$ cat src/rtl/forloop_pattern_gen.sv
// ============================================================================
// Module   : forloop_pattern_gen
// Purpose  : Multi-channel test-pattern generator. Each channel holds a
//            WIDTH-bit register that is seeded on mode_ld and then either
//            stays put (STATIC stripe) or advances on en as a walking one,
//            a binary counter or a Galois LFSR (PRBS).
// Options  : FORLOOP_PATTERN_GEN_PRBS_EN - compiles in the PRBS mode and the
//            LFSR logic. Without it, mode 3 is latched as STATIC.
// Revision : 1.0 - initial release
// ============================================================================
`default_nettype none

module forloop_pattern_gen #(
    parameter int               WIDTH     = 32,
    parameter int               CHANNELS  = 4,
    parameter int               PHASE_MOD = 2,
    parameter logic [WIDTH-1:0] POLY      = WIDTH'(32'h0040_0007)
) (
    input  logic                      c,
    input  logic                      r,
    input  logic [1:0]                mode,
    input  logic                      mode_ld,
    input  logic                      en,
    output logic [CHANNELS*WIDTH-1:0] a,
    output logic                      valid,
    output logic                      wrap
);

    localparam logic [1:0] MODE_STATIC = 2'd0;
    localparam logic [1:0] MODE_WALK   = 2'd1;
    localparam logic [1:0] MODE_COUNT  = 2'd2;
    localparam logic [1:0] MODE_PRBS   = 2'd3;

    typedef enum logic [0:0] {
        S_IDLE = 1'b0,
        S_RUN  = 1'b1
    } state_t;

    state_t           state_q, state_d;
    logic [1:0]       mode_q, mode_d;
    logic             valid_q, valid_d;
    logic             wrap_q, wrap_d;
    logic [WIDTH-1:0] a_q [CHANNELS];
    logic [WIDTH-1:0] a_d [CHANNELS];

    // Per-channel seed (for the incoming mode) and next-step value (for the
    // latched mode), built by the generate loops below.
    logic [WIDTH-1:0] w_seed [CHANNELS];
    logic [WIDTH-1:0] w_step [CHANNELS];

    // Channel-0 candidates used to detect the end of a period.
    logic [WIDTH-1:0] w_prbs_step0;
    logic [WIDTH-1:0] w_prbs_seed0;
    logic             w_wrap0;
    logic [1:0]       w_mode_eff;

    // Mode value that mode_ld will latch; PRBS folds to STATIC when the
    // LFSR is not built so that mode_q never selects missing logic.
`ifdef FORLOOP_PATTERN_GEN_PRBS_EN
    always_comb begin
        w_mode_eff = mode;
    end
`else
    always_comb begin
        w_mode_eff = (mode == MODE_PRBS) ? MODE_STATIC : mode;
    end

    logic w_poly_unused;
    assign w_poly_unused = ^POLY;
`endif

    for (genvar k = 0; k < CHANNELS; k++) begin : g_ch
        logic [WIDTH-1:0] w_seed_static;
        logic [WIDTH-1:0] w_seed_walk;
        logic [WIDTH-1:0] w_seed_count;
        logic [WIDTH-1:0] w_step_walk;
        logic [WIDTH-1:0] w_step_count;
        logic [WIDTH-1:0] w_seed_prbs;
        logic [WIDTH-1:0] w_step_prbs;

        for (genvar j = 0; j < WIDTH; j++) begin : g_bit
            // Stripe: the last bit of every PHASE_MOD-long group is set.
            assign w_seed_static[j] = ((j % PHASE_MOD) == (PHASE_MOD - 1));
            // Walking one starts at the bit matching the channel index.
            assign w_seed_walk[j]   = (j == k);
            // Rotate left: bit j takes its lower neighbour, bit 0 the MSB.
            assign w_step_walk[j]   = a_q[k][(j + WIDTH - 1) % WIDTH];
        end

        assign w_seed_count = WIDTH'(k);
        assign w_step_count = a_q[k] + WIDTH'(1);

`ifdef FORLOOP_PATTERN_GEN_PRBS_EN
        // Non-zero seed so the LFSR never locks up.
        assign w_seed_prbs = ~WIDTH'(k);

        for (genvar j = 0; j < WIDTH; j++) begin : g_lfsr
            if (j == 0) begin : g_lsb
                assign w_step_prbs[j] = a_q[k][WIDTH-1] & POLY[j];
            end else begin : g_upper
                assign w_step_prbs[j] = a_q[k][j-1] ^ (a_q[k][WIDTH-1] & POLY[j]);
            end
        end
`else
        assign w_seed_prbs = w_seed_static;
        assign w_step_prbs = a_q[k];
`endif

        // Seed selected by the mode being loaded.
        always_comb begin
            case (w_mode_eff)
                MODE_WALK:  w_seed[k] = w_seed_walk;
                MODE_COUNT: w_seed[k] = w_seed_count;
                MODE_PRBS:  w_seed[k] = w_seed_prbs;
                default:    w_seed[k] = w_seed_static;
            endcase
        end

        // Next value for the currently latched mode; STATIC holds.
        always_comb begin
            case (mode_q)
                MODE_WALK:  w_step[k] = w_step_walk;
                MODE_COUNT: w_step[k] = w_step_count;
                MODE_PRBS:  w_step[k] = w_step_prbs;
                default:    w_step[k] = a_q[k];
            endcase
        end

        if (k == 0) begin : g_ch0_taps
            assign w_prbs_step0 = w_step_prbs;
            assign w_prbs_seed0 = w_seed_prbs;
        end

        assign a[k*WIDTH +: WIDTH] = a_q[k];
    end

    // Period-end detection for channel 0 on the step about to be taken.
    always_comb begin
        case (mode_q)
            MODE_WALK:  w_wrap0 = a_q[0][WIDTH-1];
            MODE_COUNT: w_wrap0 = &a_q[0];
`ifdef FORLOOP_PATTERN_GEN_PRBS_EN
            MODE_PRBS:  w_wrap0 = (w_prbs_step0 == w_prbs_seed0);
`endif
            default:    w_wrap0 = 1'b0;
        endcase
    end

    // Next-state: mode_ld reseeds (and swallows en), en advances only in RUN.
    always_comb begin
        state_d = state_q;
        mode_d  = mode_q;
        valid_d = valid_q;
        wrap_d  = 1'b0;
        for (int k = 0; k < CHANNELS; k++) begin
            a_d[k] = a_q[k];
        end

        if (mode_ld) begin
            state_d = S_RUN;
            mode_d  = w_mode_eff;
            valid_d = 1'b1;
            for (int k = 0; k < CHANNELS; k++) begin
                a_d[k] = w_seed[k];
            end
        end else if ((state_q == S_RUN) && en) begin
            wrap_d = w_wrap0;
            for (int k = 0; k < CHANNELS; k++) begin
                a_d[k] = w_step[k];
            end
        end
    end

    // State and output registers with synchronous reset.
    always_ff @(posedge c) begin
        if (r) begin
            state_q <= S_IDLE;
            mode_q  <= MODE_STATIC;
            valid_q <= 1'b0;
            wrap_q  <= 1'b0;
            for (int k = 0; k < CHANNELS; k++) begin
                a_q[k] <= '0;
            end
        end else begin
            state_q <= state_d;
            mode_q  <= mode_d;
            valid_q <= valid_d;
            wrap_q  <= wrap_d;
            for (int k = 0; k < CHANNELS; k++) begin
                a_q[k] <= a_d[k];
            end
        end
    end

    assign valid = valid_q;
    assign wrap  = wrap_q;

endmodule

`default_nettype wire

$ cat config.mk
export PLATFORM = sky130hd
export DESIGN_NAME = forloop_pattern_gen
export DESIGN_NICKNAME = d
export VERILOG_FILES = /design/src/rtl/forloop_pattern_gen.sv
export SDC_FILE = /design/constraint.sdc
export NUM_CORES = 1
export LEC_CHECK = 0
export ABC_AREA = 0
export BUFFER_PORTS_ARGS = -buffer_cell sky130_fd_sc_hd__buf_2
export CAP_MARGIN = 20
export CORE_UTILIZATION = 55
export CTS_CLUSTER_SIZE = 30
export DETAILED_ROUTE_END_ITERATION = 10
export PLACE_DENSITY = 0.76
export SETUP_SLACK_MARGIN = 0.05
export SLEW_MARGIN = 25
export SYNTH_ARGS = -nofsm -noshare
export SYNTH_HDL_FRONTEND = slang
export SYNTH_SLANG_ARGS = --single-unit
$ cat constraint.sdc
create_clock -name c -period 5.3 [get_ports c]
set_clock_uncertainty 0.05 [all_clocks]
set_input_delay 0 -clock c [delete_from_list [all_inputs] [get_ports c]]
set_output_delay 0 -clock c [all_outputs]
set_load 0.05 [all_outputs]
==> Word-level counts from Yosys, hierarchy flattened <==
Memories as Yosys holds them, arrays and structs flattened.
Cells that the tools add are included.
{ "op_classes": {"eq_ne": 5, "reduce_logical": 3, "add_sub_neg": 4, "bitwise": 5, "n_mux": 19} }
{ "ops": {"columns": ["operator", "count"], "rows": [
  ["32-bit one-hot mux with 2 select lines", 8],
  ["128-bit 2-to-1 mux", 2],
  ["32-bit by 1-bit adder with 32-bit output (second input constant)", 4],
  ["32-bit 2-to-1 mux", 4],
  ["32-bit AND reduction", 1],
  ["2-bit == test (second input constant)", 3],
  ["2-bit by 1-bit == test with 1-bit output (second input constant)", 2],
  ["1-bit OR", 4],
  ["1-bit 2-to-1 mux", 3],
  ["3-bit OR reduction", 1],
  ["2-bit 2-to-1 mux", 1],
  ["1-bit one-hot mux with 2 select lines", 1],
  ["1-bit logical AND", 1],
  ["1-bit inverter", 1]
]} }
{ "totals": {"memories": 1, "word_cells": 40, "ram_bits": 128, "output_inout_bits": 130, "in_bits": 6, "ff_bits": 4} }
{ "memory_table": {"columns": ["name", "depth", "word_bits", "rd", "rd_ports_with_merged_regs", "wr", "line", "source"], "rows": [
  ["a_q", 4, 32, 4, 0, 4, "43", "logic [WIDTH-1:0] a_q [CHANNELS];"]
]} }

==> Longest topological paths before layout <==
Gate-level depths: netlist of the first run.
{ "logic_depth": {"depth_word": 6, "mapped_depth": 10, "mapped_depth_nobuf": 7} }

==> Worst setup path after synthesis of the first run <==
Ideal clock, no wire load.
{ "synth_timing": {"path_type": "register to register", "from": "memory a_q[0][0]", "to": "memory a_q[0][24]", "required_ps": 5128, "arrival_time_ps": 2315, "n_path_buf": 2, "path_stages_with_launch": 9, "slack_ps": 2813, "cell_sequence": "dfxtp_1 > ha_1 > nand2_1 > or3_1 > clkbuf_1 > buf_2 > nor3_1 > nand4_1 > o311a_1"} }
{ "synth_rtl": {"columns": ["item", "line"], "rows": [
  ["start, declared", "43"]
]} }

==> run summary, run 1 <==
Vias in the first global route: 8,698
Htree depth: 4
Port Buffer Count: 135
First-pass DRT Iterations: 6
Dpl cell area: 0.009315 mm^2
Placer Congestion: 0.9032
Max_cap viols: 0
RSZ-0062 raised after global routing: false
Synth Warn #: 0
Worst IR Drop VDD: 0.2232 mV
FP Rows: 45
Starting DRT DRC Count: 1,390
WL final: 29.41 mm
Power consumption: 2.669 mW
Sink Count: 132
Minimum hold slack: 0.05612 ns
Register area share after synthesis: 30.57%
Crit path DAT: 3.36 ns
GRT overflow: 0
Core Footprint: 0.01526 mm^2
Die height: 127.4 um
Die Wd: 127.4 um
Synth Cell Area: 0.008643 mm^2
Yosys cell types: 79
Fin crit share: 59.16%
Final count of hold timing violations: 0
Main synth FF type: dfxtp_1
Syn nets: 1,157
Max Slew Vio Count: 0
Synth Area per Inst: 7.575 um^2
# diodes: 0
Crit Path Category: reg2reg
Vias post-DR: 9,969
Fin crit period: 3.135 ns
Max clock buf depth: 2
Area share of the largest cell type after synthesis: 30.57%
Cts bufs inserted: 17
Drt via density: 6.952
Drt drc: 0
Reg clk slew, reported paths: 0.06 ns
Yosys reg bits: 132
Routed wire per std cell: 20.51 um
Synth top area cells: dfxtp_1 (31%), a21oi_1 (6.5%), o21ai_0 (5.8%), nand2_1 (3.8%), nand3_1 (3.8%)
Data required, critical path: 5.52 ns
Hold WC Path Type: in2reg
Post-synthesis cell count: 1,141
Status: complete, no violations
Clock Tree Root: clkbuf_16
Worst-Margin Slew: 1.081 ns
Final net count: 1,227
Layout cells sized above 1: 17.17%
Minimum setup slack in the final design: 2.165 ns
Worst setup EP type: flop
Io pins: 136
CTS tree: built
Synth async-reset ratio: 0%
Endpoints failing setup: 0
Relative slew slack: 27.92%
Cell taking the most area after synthesis: dfxtp_1
LEAKAGE: 3.575 nW
Pre-CTS setup slack: 2.235 ns
Setup TNS: 0 ns
Initial Utilization: 56.65%
Initial antenna violation count: 0
Cell Pwr Density: 269.9 mW/mm^2
FMAX: 319.0 MHz
Pin count of the biggest net entering global routing: 88
Post-synth EDFFs: 0
Die Area: 0.01622 mm^2
Fin area: 0.009887 mm^2
GRT Overall Usage: 36.44%
First-pass GRT wire length: 46.92 mm
Fill count: 1,395
Antenna Nets Post-Route: 0
Crit start category: flop
Worst-path fanout max: 87
Clk Latency, worst-skew pair: 0.43 ns
Area growth syn-to-layout: 14.39%
Hpwl dp: 18.74 mm
-- synthesized netlist by cell type, drive strengths merged (9+ instances only) --
cell    number
a211oi      20
a21oi      112
a221oi      17
a22oi       13
a311oi       9
a31oi       27
and3        22
and4        11
buf         24
clkbuf      73
dfxtp      132
ha          10
inv         22
mux2i       12
nand2       87
nand3       67
nand4       35
nor2        83
nor3        30
nor4        30
o21ai      102
o22ai       20
or3          9
xnor2        9
xor2        16
-- layout make-up --
type | count | area [um^2] | area share, %
clock buffers | 27 | 513.0 | 5.189
clock inverters | 4 | 45.04 | 0.4556
inverters | 22 | 82.58 | 0.8352
multi-input cells | 890 | 5564 | 56.28
flip-flops and latches | 132 | 2643 | 26.73
well taps | 211 | 264.0 | 2.670
repair buffers | 148 | 775.7 | 7.846
-- final timing paths --
kind,start,slack (ns),cells past startpoint,end
min,mode[1],0.06,4,a_q[1][0]
max reg2reg,mode_q[0],2.16,8,a_q[1][0]
min reg2reg,a_q[3][30],0.46,2,a_q[3][30]
max,mode_q[0],2.16,8,a_q[1][0]
-- critical path, stage by stage (launching register included) --
cell       delay [ns]
dfxtp_1          0.36
inv_1            0.09
ha_4             0.41
or2_2            0.47
a31oi_4          0.88
buf_4            0.39
a2111oi_0        0.10
a21oi_1          0.15
a21oi_1          0.07
-- stage by stage --
step                      util (%)  std cells
final                        64.80       1434
after global routing         64.80       1434
after CTS                    64.77       1434
after detailed placement     61.05       1402
after global placement       61.05       1402
after floorplan                  -       1141
-- layer usage --
metal | global-route usage (%) | vias up | wire length [um]
met5 | 0 | - | 0
met4 | 14.43 | 0 | 816
met3 | 7.831 | 80 | 3087
met2 | 55.13 | 659 | 12840
met1 | 50.45 | 4689 | 12670
li1 | - | 4541 | -
-- where the power goes --
part	internal (mW)	leakage, nW	switching, mW
clock	0.703	0.277	0.444
sequential	1.03	1.08	0.0803
combinational	0.108	2.22	0.301
-- sequential cells by signal, indices dropped and copies added, names as in the netlist --
name,count
a_q,128
mode_q,2
valid,1
wrap,1
-- kinds of logic after synthesis --
kind of cell               synth area share, %
and+or+nand+nor                          27.36
AOI/OAI and AO/OA                        30.31
DFF                                      30.57
buffers and inverters                    5.472
xor gates and xnor gates                 2.533
muxes                                    2.302
adders and majority gates                1.448
-- placed cells by master, fill, tap and decap left out, types with 6 or more instances in the layout --
cell type,synthesis,routed
buf_2,14,135
dfxtp_1,132,132
a21oi_1,112,111
o21ai_0,100,100
nand2_1,87,87
nor2_1,83,83
nand3_1,65,65
nand4_1,32,32
nor3_1,30,30
a31oi_1,27,26
nor4_1,25,25
and3_1,22,22
inv_1,22,21
o22ai_1,20,20
a211oi_1,19,19
a221oi_1,17,17
clkbuf_16,0,17
xor2_1,16,16
a22oi_1,13,13
mux2i_1,12,12
buf_4,0,12
and4_1,11,11
a311oi_1,9,9
xnor2_1,9,9
ha_1,10,9
o41ai_1,8,8
or3_1,8,8
nand3b_1,7,7
or2_2,7,7
and2_1,6,7
a22o_1,7,7
mux2_2,7,7
o221ai_1,6,6
o31ai_1,6,6
nor2b_1,6,6
o211ai_1,6,6
-- what timing repair did --
action                                 4_1_cts  5_1_grt
setup buffers                                0        0
resized for setup                            0        0
endpoints found under the hold margin        1        0
hold buffers                                 1        0
Note: power is estimated with default switching activity, not from simulation.
==> inputs of run 2 (changes only) <==
--- a/config.mk
+++ b/config.mk
@@ -5,13 +5,13 @@
 export SDC_FILE = /design/constraint.sdc
 export NUM_CORES = 1
 export LEC_CHECK = 0
-export ABC_AREA = 0
+export ABC_AREA = 1
 export BUFFER_PORTS_ARGS = -buffer_cell sky130_fd_sc_hd__buf_2
 export CAP_MARGIN = 20
-export CORE_UTILIZATION = 55
+export CORE_UTILIZATION = 53
 export CTS_CLUSTER_SIZE = 30
 export DETAILED_ROUTE_END_ITERATION = 10
-export PLACE_DENSITY = 0.76
+export PLACE_DENSITY = 0.75
 export SETUP_SLACK_MARGIN = 0.05
 export SLEW_MARGIN = 25
 export SYNTH_ARGS = -nofsm -noshare
==> constraint.sdc (replaced) <==
create_clock -name c -period 2.6 [get_ports c]
set_clock_uncertainty 0.05 [all_clocks]
set_input_delay 0 -clock c [delete_from_list [all_inputs] [get_ports c]]
set_output_delay 0 -clock c [all_outputs]
set_load 0.05 [all_outputs]
==> run 2 against run 1 <==
Fmax increased by 49%. Design area grew 13%. Largest cell class unchanged. Setup slack got worse by 1.7 ns. Largest power group unchanged. Critical path type unchanged. Highest routed layer unchanged. Critical path depth did not move. Synthesized cell count is 49% higher. Combinational power increased by 100%. Global-route usage hardly changed. Sequential power rose by 100%.
==> run summary, run 2 <==
Cell Pwr Density: 499.3 mW/mm^2
Post-placement cell count: 2,012
Layout cells sized above 1: 13.39%
Fin crit share: 80.87%
FMAX: 475.6 MHz
Antenna Nets Post-Route: 0
First-pass DRT Iterations: 6
CTS tree: built
Max Slew Vio Count: 0
Die height: 137.6 um
Post-synthesis xor/xnor area fraction: 1.887%
RR Endpoint: a_q[1][3]
Synth async-reset ratio: 0%
Largest regs: a_q (128), mode_q (2)
CTS resizes: 0
Post-synthesis cell count: 1,698
Crit path DAT: 2.34 ns
WHS Endpoint: mode_q[1]
Top post-synthesis cells by count: nand2_1 (521), a21oi_1 (229), nor2_1 (218)
Setup repair bufs after CTS: 0
Sink Count: 132
Most frequent cells in the layout: nand2_1 (521), a21oi_1 (229), nor2_1 (218), inv_1 (154), nand3_1 (148)
GRT overflow: 0
Mux cell area share after synthesis: 0%
Die Area: 0.01894 mm^2
Main synth FF type: dfxtp_1
Drt via density: 5.704
Storage element area: 0.002643 mm^2
Post-synthesis adder-cell area fraction: 1.283%
Max_cap viols: 0
Port Buffer Count: 135
Final net count: 1,819
Area growth syn-to-layout: 14.59%
Clk Latency, worst-skew pair: 0.44 ns
Syn nets: 1,714
Fin area: 0.01117 mm^2
WHS Path Cells: 4
Area share of the largest cell type after synthesis: 27.10%
Reg clk slew, reported paths: 0.06 ns
Synth Area per Inst: 5.742 um^2
GRT Overall Usage: 36.46%
Worst IR Drop VDD: 0.4940 mV
Max clock buf depth: 2
Register area share after synthesis: 27.10%
Finished Layout Cells: 2,044
Io pins: 136
Compound-Gate Fraction of Synth Area: 18.71%
Yosys reg bits: 132
Endpoints failing setup: 0
Relative slew slack: 32.87%
Initial antenna violation count: 0
Cell taking the most area after synthesis: dfxtp_1
LEAKAGE: 3.654 nW
Fin crit period: 2.103 ns
RSZ-0062 raised after global routing: false
Htree depth: 4
First-pass GRT wire length: 53.27 mm
FF-to-FF setup slack: 0.50 ns
Fill count: 1,798
FP Rows: 49
Hpwl dp: 23.82 mm
Post-synth EDFFs: 0
Dpl cell area: 0.01056 mm^2
Vias post-DR: 11,660
Hold WC Path Type: in2reg
Most frequent cell after synthesis: nand2_1
Simple-Gate Fraction of Synth Area: 41.16%
Status: complete, no violations
Vias in the first global route: 10,220
Placer Congestion: 0.9604
R2r startpoint: mode_q[0]
Worst Min Path Start: mode[1]
Reg with most FFs: a_q
Pin count of the biggest net entering global routing: 99
Starting DRT DRC Count: 1,228
Setup TNS: 0 ns
Worst-path fanout max: 34
Synth Warn #: 0
Final count of hold timing violations: 0
Worst-Margin Slew: 1.006 ns
Synth top area cells: dfxtp_1 (27%), nand2_1 (20%), a21oi_1 (12%), nor2_1 (8.4%), nand3_1 (7.6%)
Initial Utilization: 54.09%
Routed wire per std cell: 16.83 um
Crit Path Category: reg2reg
Max reg flops: 128
Yosys cell types: 40
Worst setup EP type: flop
Area of the multi-input gates: 0.006158 mm^2
Clock Tree Root: clkbuf_16
Hold Buf Count CTS: 1
Crit start category: flop
Drt drc: 0
Die Wd: 137.6 um
# diodes: 0
WL final: 34.40 mm
Largest family of logic cells by synthesized area: simple AND/OR/NAND/NOR gates
Leading cell type in the layout, fill and taps excluded: nand2_1
Core Footprint: 0.01802 mm^2
R2R cell count: 8
Synth Cell Area: 0.009749 mm^2
Cts bufs inserted: 17
Data required, critical path: 2.83 ns
[run 2: cell count changes after synthesis, moves of 23 or more]
cell / change
a21oi_1: +117
inv_1: +132
nor3_1: -24
nand3_1: +83
nor4_1: -25
nor2_1: +135
o21ai_1: +23
clkbuf_1: -46
nand2_1: +434
o21ai_0: -42
[run 2: cells by family after synthesis]
logic type / Yosys count
xor gates and xnor gates: 21
DFF: 132
and+or+nand+nor: 952
buffers and inverters: 235
AOI/OAI and AO/OA: 348
adders and majority gates: 10
[run 2: power breakdown]
group	switching [mW]	internal (mW)	total, mW
Combinational	0.623	0.191	0.814
Clock	0.956	1.56	2.52
Sequential	0.144	2.11	2.25
[run 2: through the flow]
stage / utilization (%) / hold WS, ns / power, mW / worst slack, ns
finish: 61.98 / 0.02010 / 5.578 / 0.4973
floorplan: - / 0.2496 / 2.857 / 0.5572
CTS: 61.98 / 0.005959 / 5.569 / 0.5204
global placement: 58.57 / 0.3332 / 3.081 / 0.5844
global route: 61.98 / 0.03941 / 5.742 / 0.3784
detailed placement: 58.57 / 0.3417 / 3.092 / 0.5287
[run 2: cell type report]
class	instances	share of cell area, %
tap	229	2.565
inverter	166	5.600
clock buffer	24	4.581
multi-input combinational	1331	55.12
timing repair buffer	155	7.638
sequential	132	23.65
clock inverter	7	0.8400
[run 2: worst max-delay path, cell delays in order (launching register included)]
cell     delay [ns]
dfxtp_1        0.33
inv_1          0.09
ha_4           0.19
inv_4          0.29
a21oi_4        0.14
nand2_4        0.42
inv_1          0.23
o21ai_0        0.13
a21oi_1        0.08
[run 2: worst max-delay path by stage]
| stage | start | end | slack, ns | cells past startpoint |
|---|---|---|---|---|
| after global routing | mode_q[0] | a_q[1][5] | 0.38 | 8 |
| after floorplan | a_q[1][0] | a_q[1][16] | 0.56 | 10 |
| after global placement | a_q[0][1] | wrap | 0.58 | 7 |
| after CTS | mode_q[0] | a_q[1][3] | 0.52 | 8 |
| after detailed placement | mode_q[0] | a_q[3][3] | 0.53 | 8 |
| final | mode_q[0] | a_q[1][3] | 0.50 | 8 |
[run 2: routing by layer]
metal  track usage, %  part of all wire, %
met1            48.82                   43
met4            12.09                  2.0
met5                0                    0
met3            5.923                  9.7
met2            59.13                   46
